**src/rtl/fetch_prefetch_queue.sv**
```systemverilog
// Instruction-fetch front end: owns the fetch PC, issues one imem read per cycle under a
// credit limit, and buffers {pc,instr} in a small FIFO that feeds decode over valid/ready.
module fetch_prefetch_queue #(
  parameter int          DEPTH    = 4,
  parameter logic [15:0] RESET_PC = 16'h0000
) (
  input  logic                   Clk,
  input  logic                   Rst,
  output logic                   imem_req,
  output logic [15:0]            imem_addr,
  input  logic [15:0]            imem_rdata,
  input  logic                   redirect,
  input  logic [15:0]            redirect_pc,
  input  logic                   id_ready,
  output logic                   id_valid,
  output logic [15:0]            id_instr,
  output logic [15:0]            id_pc,
  output logic [15:0]            id_npc,
  output logic [$clog2(DEPTH):0] q_count
);
  localparam int PW = $clog2(DEPTH);
  localparam int CW = PW + 1;

  logic [15:0]   fetch_pc_q, fetch_pc_d;
  logic          inflight_q, inflight_d;
  logic [15:0]   inflight_pc_q, inflight_pc_d;
  logic [PW-1:0] rd_ptr_q, rd_ptr_d, wr_ptr_q, wr_ptr_d;
  logic [CW-1:0] count_q, count_d;
  logic [15:0]   mem_pc_q [DEPTH];
  logic [15:0]   mem_pc_d [DEPTH];
  logic [15:0]   mem_instr_q [DEPTH];
  logic [15:0]   mem_instr_d [DEPTH];

  logic [CW:0]   credit;
  logic          push, pop;

  // Credit counts the in-flight word but not a same-cycle pop, so a returning word always fits.
  assign credit   = {1'b0, count_q} + (CW+1)'(inflight_q);
  assign imem_req = !Rst && !redirect && (credit < (CW+1)'(DEPTH));
  assign push     = inflight_q && !redirect;
  assign pop      = (count_q != '0) && id_ready && !redirect;

  assign imem_addr = Rst ? RESET_PC : fetch_pc_q;
  assign id_valid  = !Rst && (count_q != '0);
  assign id_instr  = Rst ? 16'h0000 : mem_instr_q[rd_ptr_q];
  assign id_pc     = Rst ? 16'h0000 : mem_pc_q[rd_ptr_q];
  assign id_npc    = id_pc + 16'd1;
  assign q_count   = Rst ? '0 : count_q;

  always_comb begin
    fetch_pc_d    = fetch_pc_q;
    inflight_d    = 1'b0;
    inflight_pc_d = inflight_pc_q;
    rd_ptr_d      = rd_ptr_q;
    wr_ptr_d      = wr_ptr_q;
    count_d       = count_q;
    mem_pc_d      = mem_pc_q;
    mem_instr_d   = mem_instr_q;
    if (redirect) begin
      fetch_pc_d = redirect_pc;
      count_d    = '0;
      rd_ptr_d   = wr_ptr_q;
    end else begin
      if (imem_req) begin
        fetch_pc_d    = fetch_pc_q + 16'd1;
        inflight_d    = 1'b1;
        inflight_pc_d = fetch_pc_q;
      end
      if (push) begin
        mem_pc_d[wr_ptr_q]    = inflight_pc_q;
        mem_instr_d[wr_ptr_q] = imem_rdata;
        wr_ptr_d              = wr_ptr_q + PW'(1);
      end
      if (pop) rd_ptr_d = rd_ptr_q + PW'(1);
      case ({push, pop})
        2'b10:   count_d = count_q + CW'(1);
        2'b01:   count_d = count_q - CW'(1);
        default: count_d = count_q;
      endcase
    end
  end

  always_ff @(posedge Clk) begin
    if (Rst) begin
      fetch_pc_q    <= RESET_PC;
      inflight_q    <= 1'b0;
      inflight_pc_q <= '0;
      rd_ptr_q      <= '0;
      wr_ptr_q      <= '0;
      count_q       <= '0;
      mem_pc_q      <= '{default: '0};
      mem_instr_q   <= '{default: '0};
    end else begin
      fetch_pc_q    <= fetch_pc_d;
      inflight_q    <= inflight_d;
      inflight_pc_q <= inflight_pc_d;
      rd_ptr_q      <= rd_ptr_d;
      wr_ptr_q      <= wr_ptr_d;
      count_q       <= count_d;
      mem_pc_q      <= mem_pc_d;
      mem_instr_q   <= mem_instr_d;
    end
  end
endmodule

```
**config.mk**
```make
export PLATFORM = sky130hd
export DESIGN_NAME = fetch_prefetch_queue
export DESIGN_NICKNAME = d
export VERILOG_FILES = /design/src/rtl/fetch_prefetch_queue.sv
export SDC_FILE = /design/constraint.sdc
export NUM_CORES = 1
export LEC_CHECK = 0
export ABC_AREA = 1
export BUFFER_PORTS_ARGS = -buffer_cell sky130_fd_sc_hd__buf_2
export CAP_MARGIN = 20
export CORE_MARGIN = 1
export CORE_UTILIZATION = 53
export DETAILED_ROUTE_END_ITERATION = 10
export GPL_ROUTABILITY_DRIVEN = 0
export GPL_TIMING_DRIVEN = 0
export PLACE_DENSITY = 0.77
export SYNTH_ARGS = -nofsm -noshare
export SYNTH_HDL_FRONTEND = slang
export SYNTH_SLANG_ARGS = --single-unit
```
**constraint.sdc**
```tcl
create_clock -name Clk -period 1.6 [get_ports Clk]
set_input_delay 0.08 -clock Clk [delete_from_list [all_inputs] [get_ports Clk]]
set_output_delay 0.08 -clock Clk [all_outputs]
set_load 0.02 [all_outputs]
```
Word-level counts from Yosys, hierarchy flattened
Index checks and enable logic that the tools add are counted.
- reductions and logical operators: 16
- $lt $le $gt $ge: 4
- eq/ne operators: 2
- mux-type cells: 20
- add/sub/neg operators: 7
- bitwise operators: 3
- operator list (operator ; count):
    two-way mux 16 bit ; 10
    bitwise mux 64 bit ; 2
    binary-select mux 16 bit (select 2 bit) ; 2
    adder 16 x 1 -> 16 bit, second input constant ; 2
    demux 16 bit (select 2 bit) ; 1
    logical AND 1 bit ; 7
    greater-or-equal comparator 3 bit, second input constant ; 2
    inverter 2 -> 3 bit ; 2
    case mux 3 bit (2 select lines) ; 1
    nonzero test 2 bit ; 3
    adder 2 x 1 -> 2 bit, second input constant ; 2
    adder 3 x 1 -> 4 bit ; 1
    < comparator 4 x 3 -> 1 bit, second input constant ; 1
    two-way mux 2 bit ; 2
    AND reduction 2 bit ; 2
    adder 3 x 1 -> 3 bit, second input constant ; 1
    < comparator 3 x 1 -> 1 bit, second input constant ; 1
    two-way mux 3 bit ; 1
    nonzero test 3 bit ; 1
    subtractor 3 x 1 -> 3 bit, second input constant ; 1
    equality test 2 x 1 -> 1 bit, second input constant ; 1
    equality test 2 bit, second input constant ; 1
    zero test 1 bit ; 2
    OR reduction 2 bit ; 1
    2 further kinds ; 2
- word-level logic and storage cells: 66
- register bits after elaboration: 168
- output and inout port bits: 69
- input bits: 36

Depth between registers and ports, before layout
Gate-level depths: netlist (run 1).
- depth in word-level cells: 6
- gate-level depth with buffers: 13
- gate-level depth less buffers: 12

Worst setup path after synthesis (run 1)
Ideal clock, no wire load.
- path type: reg-to-output
- from: register rd_ptr_q[0]
- to: output port id_npc[8]
- data required time: 1.520 ns
- path buffers: 2
- setup slack: -0.605 ns
- arrival time: 2.125 ns
- cell stages (with the launch flop): 13
- cells stage by stage: dfxtp_1 buf_6 buf_4 nand2_1 o211ai_1 nand2_1 nand2_1 inv_1 ha_1 nand3_4 inv_2 nand2_1 xor2_1
- word-level cells in the longest chain between the ends: 6
- RTL lines (item ; RTL line ; text):
    start: declaration ; 27 ; logic [PW-1:0] rd_ptr_q, rd_ptr_d, wr_ptr_q, wr_ptr_d;
    start signal: assignment ; 97 ; rd_ptr_q <= rd_ptr_d;
    inverter 2 -> 3 bit (not written as such) ; 46 ; assign id_pc = Rst ? 16'h0000 : mem_pc_q[rd_ptr_q];
    binary-select mux 16 bit (select 2 bit) ; 46 ;
    two-way mux 16 bit (not written as such) (2 in a row) ; 46 ;
    two-way mux 16 bit ; 46 ;
    via id_pc[0] ; 17 ; output logic [15:0] id_pc,
    adder 16 x 1 -> 16 bit ; 47 ; assign id_npc = id_pc + 16'd1;
    end: declaration ; 18 ; output logic [15:0] id_npc,
The timed path passes the listed nets, and every way through them passes these cells. The select of a mux whose other input is x is not followed.

Worst setup path after layout (run 1)
- from: register rd_ptr_q[1]
- to: output port id_npc[6]
- word-level cells in the longest chain between the ends: 6
- RTL lines (item ; RTL line):
    inverter 2 -> 3 bit (not written as such) ; 46
    binary-select mux 16 bit (select 2 bit) ; 46
    two-way mux 16 bit (not written as such) (2 in a row) ; 46
    two-way mux 16 bit ; 46
    adder 16 x 1 -> 16 bit ; 47
No other way between the ends. The select of a mux whose other input is x is not followed.

==> results.json, run 1 <==
{
  "viasPerCell": 5.897,
  "clock_tree.buffer_depth": 2,
  "rrSetupSlack_ns": -0.12,
  "drtIter0Drc": 973,
  "async_flop_share": 0,
  "startpoint_type": "flop",
  "synthesis.area_um2": 8297,
  "track_usage": 0.3504,
  "final_nets": 1421,
  "reg2reg_depth": 9,
  "tritoncts": "done",
  "wl_per_cell_um": 18.73,
  "setup_viol": 52,
  "htreeDepth": 4,
  "synth-seq-area-share": 0.4054,
  "dpl_worst_slack_ns": -0.6330,
  "diodes": 0,
  "min-delay-start": "redirect_pc[10]",
  "clk_pin_slew_ns": 0.07,
  "syn_avg_cell_area_um2": 7.037,
  "arrival_ns": 2.34,
  "drc": 0,
  "power_mw": 10.20,
  "path_cells": "inv_4 > buf_8 > o211ai_1 > a21oi_2 > ha_4 > nand3_4 > nor2_4 > buf_12 > xor2_4 > buf_6",
  "drv_cap": 0,
  "violations": "hold timing, setup timing",
  "finalWirelength_um": 29980,
  "r2r_end": "count_q[2]",
  "finClkSkew_ns": 0.009624,
  "whs_path_depth": 5,
  "antenna_found_initial": 0,
  "grt-ovfl-total": 0,
  "r2r-start": "count_q[0]",
  "timing.final.ws_setup_ns": -0.8187,
  "critPathTopFamily": "buffers and inverters",
  "grt_pass1_wl_um": 43930,
  "worst_ir_drop_vdd_mv": 0.8594,
  "synthCells": 1179,
  "min_period_ns": 2.419,
  "ys_types": 35,
  "rsz0062_at_grt": "true",
  "hold_end": "fetch_pc_q[10]",
  "dieArea_um2": 16160,
  "clkLatencyLatePin_ns": 0.45,
  "vias": 9441,
  "criticalPathCategory": "flop to primary output",
  "crit_buf_inv": 4,
  "synth-edff-count": 0,
  "crit_required_ns": 1.52,
  "initial_core_util": 0.5437,
  "period_share": 1.512,
  "critPathMaxFanout": 10,
  "syn_nets": 1223,
  "crit_path_end_kind": "primary output",
  "finalHoldViolations": 2,
  "yosysWarnings": 0,
  "cts_sinks": 168,
  "drv_slew": 0,
  "first_pass_iters": 5,
  "final_antenna_net_count": 0,
  "die_h_um": 127.1,
  "core_um2": 15260,
  "num_rows": 45,
  "placement.io_buffers": 104,
  "slew_headroom": 0.5274,
  "yosys_register_bits": 168,
  "cpMaxStageDelayCell": "dfxtp_4",
  "pin_count": 105,
  "numCtsBuffers": 17,
  "hold_class": "primary input to flop",
  "area_delta_synth_final_pct": 39.60,
  "crit_start": "rd_ptr_q[1]",
  "dieWidth_um": 127.1,
  "fillers": 1039,
  "grt_pass1_vias": 8468,
  "cpPeakStageDelay_ns": 0.40,
  "cts-root-buf": "clkbuf_16",
  "max_freq_mhz": 413.4,
  "grt_max_degree": 17,
  "hold-worst-slack_ns": -0.005358,
  "tns_ns": -25.41,
  "synthFlopType": "dfxtp_1",
  "drive_gt1_frac": 0.3216,
  "power.leakage_nw": 4.512,
  "status": "complete, but fails checks",
  "power.density_cell_area_nw_per_um2": 880.8,
  "dp_hpwl_um": 18110,
  "worst_pin_slew_ns": 0.7090
}
[worst min-delay path, delay by kind of cell]
kind | cells | cell delay [ns]
buffers and inverters | 2 | 0.15
and+or+nand+nor | 1 | 0.05
AOI/OAI and AO/OA | 2 | 0.12
[through the flow]
step	utilization	cell area (µm²)	cells
finish	0.7591	11580	1601
global route	0.7591	11580	1601
CTS	0.7180	10960	1586
detailed placement	0.6038	9213	1494
global placement	0.6038	9213	1494
floorplan	-	8428	1179
[placed cells by master (no fill, tap or decap), types with 7 or more instances in the layout]
master / count
nand2_1: 199
a21oi_1: 163
dfxtp_1: 161
nand3_1: 114
buf_2: 85
inv_1: 84
o21ai_0: 70
buf_4: 58
nor2_1: 49
buf_6: 41
nand2_2: 33
a21oi_2: 31
o21ai_1: 27
dlygate4sd3_1: 26
nand3_2: 21
clkbuf_16: 20
nor2_4: 16
clkbuf_4: 14
nor2_2: 13
inv_2: 13
clkbuf_2: 10
buf_8: 10
clkbuf_1: 8
nor3_1: 8
xor2_1: 8
nand3_4: 8
o21ai_2: 7
[how the worst max path moves through the flow]
stage | to | slack, ns | cells past startpoint
after floorplan | id_npc[14] | -0.27 | 11
after global placement | id_npc[8] | -0.64 | 10
after detailed placement | id_npc[8] | -0.63 | 10
after CTS | id_npc[14] | -0.73 | 13
after global routing | id_npc[6] | -0.91 | 10
final | id_npc[6] | -0.82 | 10
[state kept, by name, indices dropped and copies added, names as in the netlist]
signal,flops
inflight_q,1
rd_ptr_q,2
count_q,3
mem_pc_q,64
inflight_pc_q,16
wr_ptr_q,2
fetch_pc_q,16
mem_instr_q,64
[power by group]
part | switching (mW) | internal [mW] | leakage [nW] | total (mW)
sequential | 0.110 | 4.28 | 1.37 | 4.39
combinational | 0.937 | 0.596 | 2.85 | 1.53
clock | 1.84 | 2.44 | 0.292 | 4.28
[kinds of logic after synthesis]
kind of cell             Yosys count  synth area share
AND/OR/NAND/NOR                  478            0.2675
AO/OA/AOI/OAI                    324            0.2025
buffers and inverters            189           0.09893
flip-flops                       168            0.4054
XOR/XNOR                          12           0.01267
adder cells (fa/ha/maj)            8           0.01297
[final cells by class]
class / instances / area (µm²) / share of cell area
Clock inverter: 12 / 141.4 / 0.01221
Clock buffer: 20 / 466.7 / 0.04029
Tap cell: 211 / 264.0 / 0.02279
Buffer: 80 / 594.3 / 0.05131
Inverter: 105 / 421.7 / 0.03640
Timing Repair Buffer: 183 / 1587 / 0.1370
Sequential cell: 168 / 3377 / 0.2916
Multi-Input combinational cell: 822 / 4731 / 0.4084
[synthesized netlist by cell type (2+ instances only)]
| cell type | n | area [µm²] |
|---|---|---|
| a21oi_1 | 199 | 996.0 |
| xor2_1 | 12 | 105.1 |
| o211ai_1 | 4 | 30.03 |
| nand3_1 | 129 | 645.6 |
| buf_4 | 5 | 37.54 |
| nor3_1 | 11 | 55.05 |
| nand3_2 | 12 | 120.1 |
| buf_6 | 4 | 45.04 |
| clkbuf_1 | 36 | 135.1 |
| a22oi_1 | 3 | 22.52 |
| nor2_1 | 61 | 229.0 |
| a211oi_2 | 3 | 37.54 |
| inv_1 | 96 | 360.4 |
| nand2_1 | 230 | 863.3 |
| a211oi_1 | 2 | 15.01 |
| a31oi_1 | 6 | 37.54 |
| nand2_2 | 6 | 37.54 |
| dfxtp_1 | 168 | 3363 |
| nor2_4 | 8 | 90.09 |
| nand4_1 | 6 | 37.54 |
| buf_1 | 3 | 11.26 |
| buf_2 | 35 | 175.2 |
| nand3_4 | 2 | 35.03 |
| nor2_2 | 9 | 56.30 |
| nand2_4 | 2 | 22.52 |
| o21ai_0 | 105 | 525.5 |
| inv_2 | 8 | 30.03 |
| ha_1 | 7 | 87.58 |
[repair_timing]
| item | CTS | global route |
|---|---|---|
| hold buffers | 26 | 0 |
| setup endpoints to repair | 180 | 165 |
| resized for setup | 220 | 151 |
| hold endpoints to repair | 58 | 0 |
| pin swaps | 45 | 42 |
| gates cloned | 3 | 2 |
| setup buffers | 33 | 15 |
[layer usage]
layer  wire, µm  global-route usage
met5          0                   0
met4        870              0.1239
met3       3474             0.09631
met2      13870              0.5640
met1      11770              0.4518
No activity file was read; power rests on OpenSTA's default activity.
==> run 2: changes to the inputs <==
Settings changed: CORE_UTILIZATION 53 to 58, MAX_ROUTING_LAYER set to met4, PLACE_DENSITY 0.77 to 0.8.
Clock period 1.6 ns to 2.3 ns, I/O delays scaled along.
==> run 2 against run 1 <==
Compared with the run above:
- the run ends with setup timing left
- non-clock buffer count decreased by 33
- hold slack improved by 0.018 ns
- power decreased by 31%
- die area decreased by 8.5%
- via count decreased by 5.7%
- combinational power decreased by 45%
- cell area decreased by 11%
- sequential power decreased by 31%
- critical endpoint is now id_npc[4]
==> results.json, run 2 (synthesis gave the netlist of run 1 again) <==
{
  "status": "complete, but fails checks",
  "violations": "setup timing",
  "htreeDepth": 4,
  "wl_per_cell_um": 17.20,
  "clock_tree.buffer_depth": 2,
  "layout_commonest_cell": "nand2_1",
  "power.leakage_nw": 4.070,
  "core_um2": 13930,
  "worst_ir_drop_vdd_mv": 0.4269,
  "drive_gt1_frac": 0.2122,
  "clkLatencyLatePin_ns": 0.44,
  "finClkSkew_ns": 0.006918,
  "hold-worst-slack_ns": 0.01282,
  "dp_hpwl_um": 17970,
  "track_usage": 0.3734,
  "crit_path_end_kind": "primary output",
  "max_freq_mhz": 420.5,
  "period_share": 1.034,
  "worst_pin_slew_ns": 0.6299,
  "viasPerCell": 5.791,
  "fillers": 1109,
  "top_regs": "mem_instr_q: 64 flops, mem_pc_q: 64 flops",
  "cts-root-buf": "clkbuf_16",
  "die_h_um": 121.6,
  "startpoint_type": "flop",
  "crit_required_ns": 2.18,
  "rsz0062_at_grt": "true",
  "drtIter0Drc": 809,
  "timing.final.ws_setup_ns": -0.07802,
  "mostFrequentLayoutCells": "nand2_1, a21oi_1, dfxtp_1, buf_2, nand3_1",
  "grt_max_degree": 17,
  "tritoncts": "done",
  "grt_pass1_vias": 8124,
  "antenna_found_initial": 0,
  "diodes": 0,
  "power.density_cell_area_nw_per_um2": 681.3,
  "placement.io_buffers": 104,
  "final_nets": 1388,
  "initial_core_util": 0.5954,
  "grt_pass1_wl_um": 41070,
  "area_delta_synth_final_pct": 23.77,
  "clk_pin_slew_ns": 0.07,
  "finalHoldViolations": 0,
  "drv_cap": 0,
  "power_mw": 6.996,
  "grt-ovfl-total": 0,
  "criticalPathCategory": "flop to primary output",
  "critPathMaxFanout": 9,
  "hold_class": "primary input to flop",
  "dp.cells": 1463,
  "numCtsBuffers": 17,
  "dieArea_um2": 14790,
  "final_antenna_net_count": 0,
  "finalWirelength_um": 26440,
  "cts_sinks": 168,
  "dieWidth_um": 121.6,
  "drv_slew": 0,
  "dpl_worst_slack_ns": -0.1582,
  "num_rows": 43,
  "slew_headroom": 0.5800,
  "first_pass_iters": 5,
  "pin_count": 105,
  "instances_no_fill": 1537,
  "arrival_ns": 2.26,
  "vias": 8901,
  "setup_viol": 5,
  "drc": 0,
  "min_period_ns": 2.378
}
[run 2: changes by cell type in the layout (fill, tap and decap cells not counted), sizes merged]
cell / delta
bufbuf: -1
clkbuf: +2
buf: -32
dlygate4sd3: -3
clkinvlp: -1
bufinv: +2
[run 2: cell type report]
class	instances	area [µm²]	area share
Timing Repair Buffer	148	958.4	0.09333
Clock buffer	19	452.9	0.04411
Multi-Input combinational cell	822	4239	0.4128
Buffer	82	425.4	0.04143
Tap cell	180	225.2	0.02193
Sequential cell	168	3371	0.3283
Clock inverter	13	192.7	0.01876
Inverter	105	404.1	0.03936
[run 2: worst paths after layout]
kind                          end  slack (ns)  cells after the start       startpoint
setup reg to reg     mem_pc_q[58]        0.15                      6      wr_ptr_q[0]
setup / recovery        id_npc[4]       -0.08                      9      rd_ptr_q[1]
hold reg to reg   mem_instr_q[28]        0.46                      2  mem_instr_q[28]
hold / removal      fetch_pc_q[2]        0.01                      3   redirect_pc[2]
[run 2: what timing repair did]
| action | CTS | global route |
|---|---|---|
| setup endpoints to repair | 18 | 28 |
| setup buffers | 6 | 15 |
| resized for setup | 20 | 48 |
| cloned | 0 | 0 |
| hold buffers | 23 | 0 |
| hold endpoints to repair | 37 | 0 |
| pin swaps | 7 | 18 |
[run 2: routing by layer]
layer,up-vias,wire length (µm),global-route usage
met3,67,2917,0.07912
li1,4239,-,-
met4,0,736,0.1667
met1,4077,10750,0.4777
met2,518,12040,0.5671
met5,-,0,-
[run 2: metrics by stage]
stage | setup TNS, ns | utilization | area (µm²)
floorplan | 0 | - | 8297
global placement | -0.2995 | 0.6489 | 9042
detailed placement | -0.4361 | 0.6489 | 9042
CTS | -0.1849 | 0.7192 | 10020
global route | -0.7575 | 0.7369 | 10270
finish | -0.1492 | 0.7369 | 10270
[run 2: report_power, final]
| group | internal [mW] | switching, mW | total (mW) |
|---|---|---|---|
| clock | 1.89 | 1.22 | 3.11 |
| combinational | 0.282 | 0.559 | 0.841 |
| sequential | 2.98 | 0.0728 | 3.05 |
| total | 5.14 | 1.85 | 7.00 |
[run 2: worst max-delay path: stages, from the launching register on]
cell      delay, ns
dfxtp_4        0.39
inv_4          0.11
buf_8          0.14
o211ai_1       0.13
a21oi_2        0.27
ha_4           0.20
nand3_4        0.09
buf_4          0.15
xor2_1         0.17
buf_4          0.18
==> run 3: changes to the inputs <==
Settings changed: ABC_AREA 1 to unset.
==> run 3 against run 2 <==
Compared with the run above:
- the flow still finishes with violations (setup timing)
- combinational power shrank 35%
- synthesized area shrank 5.3%
- register-to-register slack gained 0.10 ns
- first-iteration DRC count shrank 12%
- power shrank 8.7%
- cell area shrank 3.1%
- core utilization grew 1.5 points
- critical endpoint unchanged
- largest power group is now sequential cells
==> results.json, run 3 <==
{
  "status": "complete, but fails checks",
  "violations": "setup timing",
  "vias": 7624,
  "seq_area_um2": 3364,
  "top_regs": "mem_instr_q: 64 flops, mem_pc_q: 64 flops",
  "mostFrequentLayoutCells": "nand2_1, dfxtp_1, a21oi_1, buf_2, clkbuf_1",
  "track_usage": 0.3368,
  "power.density_cell_area_nw_per_um2": 641.9,
  "syn_nets": 1009,
  "reg2reg_depth": 7,
  "arrival_ns": 2.53,
  "worst_pin_slew_ns": 0.7648,
  "startpoint_type": "primary input",
  "drc": 0,
  "synthesis.area_um2": 7860,
  "fillers": 974,
  "syn_avg_cell_area_um2": 8.145,
  "numCtsBuffers": 17,
  "min_period_ns": 2.643,
  "finalWirelength_um": 23130,
  "synthFlopType": "dfxtp_1",
  "placement.io_buffers": 104,
  "max_freq_mhz": 378.3,
  "synth-seq-area-share": 0.4279,
  "synthCells": 965,
  "criticalPathCategory": "primary input to primary output",
  "antenna_found_initial": 0,
  "synthTopCellsByCount": "nand2_1, dfxtp_1, a21oi_1",
  "pin_count": 105,
  "drv_slew": 0,
  "synth.most_common_cell": "nand2_1",
  "drive_gt1_frac": 0.2085,
  "layout_commonest_cell": "nand2_1",
  "clock_tree.buffer_depth": 2,
  "area_delta_synth_final_pct": 26.60,
  "async_flop_share": 0,
  "viasPerCell": 5.745,
  "grt_pass1_wl_um": 35690,
  "critPathMaxFanout": 10,
  "synth-edff-count": 0,
  "period_share": 1.149,
  "finalHoldViolations": 0,
  "post-route-util": 0.7514,
  "synth_compound_area_frac": 0.1369,
  "dieWidth_um": 118.4,
  "dp_hpwl_um": 14930,
  "setup_viol": 21,
  "synth-xor-area-share": 0.02006,
  "r2r-start": "inflight_q",
  "clkLatencyLatePin_ns": 0.42,
  "timing.final.ws_setup_ns": -0.3432,
  "clk_pin_slew_ns": 0.06,
  "drv_cap": 0,
  "synth_adder_area_share": 0.01369,
  "grt_max_degree": 17,
  "final_antenna_net_count": 0,
  "cts_sinks": 168,
  "synthTopCellsByArea": "dfxtp_1, nand2_1, a21oi_1",
  "grt_pass1_vias": 7106,
  "grt-ovfl-total": 0,
  "power.leakage_nw": 3.672,
  "yosys_register_bits": 168,
  "diodes": 0,
  "drtIter0Drc": 714,
  "num_rows": 42,
  "crit_start": "Rst",
  "crit_end": "id_npc[4]",
  "netlist.area_leader.share": 0.4279,
  "r2r_end": "mem_instr_q[13]",
  "dieArea_um2": 14020,
  "cts-root-buf": "clkbuf_16",
  "finClkSkew_ns": 0.006159,
  "die_h_um": 118.4,
  "synth_top_family_by_area": "simple AND/OR/NAND/NOR gates",
  "first_pass_iters": 5,
  "yosysWarnings": 0,
  "crit_required_ns": 2.18,
  "initial_core_util": 0.5935,
  "power_mw": 6.387,
  "worst_ir_drop_vdd_mv": 0.4534,
  "rsz0062_at_grt": "true",
  "synth_simple_gate_area_frac": 0.2464,
  "crit_path_end_kind": "primary output",
  "multiInputGateArea_um2": 4280,
  "htreeDepth": 4,
  "final_nets": 1183,
  "hold_class": "primary input to flop",
  "ys_types": 53,
  "slew_headroom": 0.4901,
  "tritoncts": "done",
  "rrSetupSlack_ns": 0.25,
  "core_um2": 13240,
  "wl_per_cell_um": 17.43,
  "synthMuxAreaShare": 0.1027,
  "synth_largest_area_cell": "dfxtp_1"
}
[run 3: worst min-delay path by stage]
stage,start,endpoint,slack [ns],depth (start not counted)
after floorplan,imem_rdata[0],mem_instr_q[0],0.25,2
after global placement,redirect_pc[0],fetch_pc_q[0],0.37,3
after detailed placement,redirect_pc[0],fetch_pc_q[0],0.37,3
after CTS,redirect_pc[11],fetch_pc_q[11],0.01,3
after global routing,redirect_pc[11],fetch_pc_q[11],0.02,3
final,redirect_pc[11],fetch_pc_q[11],0.02,3
[run 3: routing by layer]
metal | GRT usage | routed length (µm)
met1 | 0.4244 | 9196
met4 | 0.1384 | 645
met5 | - | 0
met2 | 0.5441 | 11240
met3 | 0.05019 | 2049
[run 3: through the flow]
step                hold WS (ns)  area (µm²)  instances  setup WS [ns]  TNS (ns)
finish                   0.02110        9951       1327        -0.3432    -3.754
global route             0.02220        9951       1327        -0.4175    -5.682
CTS                      0.01089        9683       1313        -0.3386    -4.373
detailed placement        0.3742        8628       1245        -0.6130    -3.877
global placement          0.3726        8628       1245        -0.6091    -3.349
floorplan                 0.2510        7888        965       0.009755         0
[run 3: critical path, cell delays in order]
cell,delay [ns]
buf_2,0.15
buf_4,0.19
clkbuf_1,0.60
clkbuf_2,0.44
nor2b_4,0.10
ha_4,0.20
nand2_4,0.07
o22ai_4,0.08
nand2_2,0.12
mux2_4,0.31
buf_6,0.13
[run 3: cell families (layout without fill, tap and decap cells)]
group | Yosys count | after routing
AND/OR/NAND/NOR | 443 | 443
AO/OA/AOI/OAI | 198 | 198
flip-flops | 168 | 168
buffers and inverters | 88 | 274
multiplexers | 42 | 42
XOR/XNOR | 18 | 18
adder cells (fa/ha/maj) | 8 | 8
[run 3: power by group]
group,internal (mW),total [mW],switching (mW)
Combinational,0.224,0.544,0.320
Clock,1.71,2.84,1.14
Sequential,2.95,3.00,0.0492
[run 3: timing repair]
| item | 4_1_cts | 5_1_grt |
|---|---|---|
| setup buffers | 9 | 13 |
| hold buffers | 28 | 0 |
| resized for setup | 35 | 47 |
| pin swaps | 10 | 11 |
| cloned | 0 | 1 |
| endpoints found under the setup margin | 30 | 40 |
| endpoints found under the hold margin | 75 | 0 |
[run 3: cell type report]
class	count	area share
multi-input combinational	709	0.4302
sequential	168	0.3381
timing repair buffer	155	0.1050
clock buffer	24	0.04942
buffer	75	0.04099
tap	176	0.02213
clock inverter	7	0.009305
inverter	13	0.004904
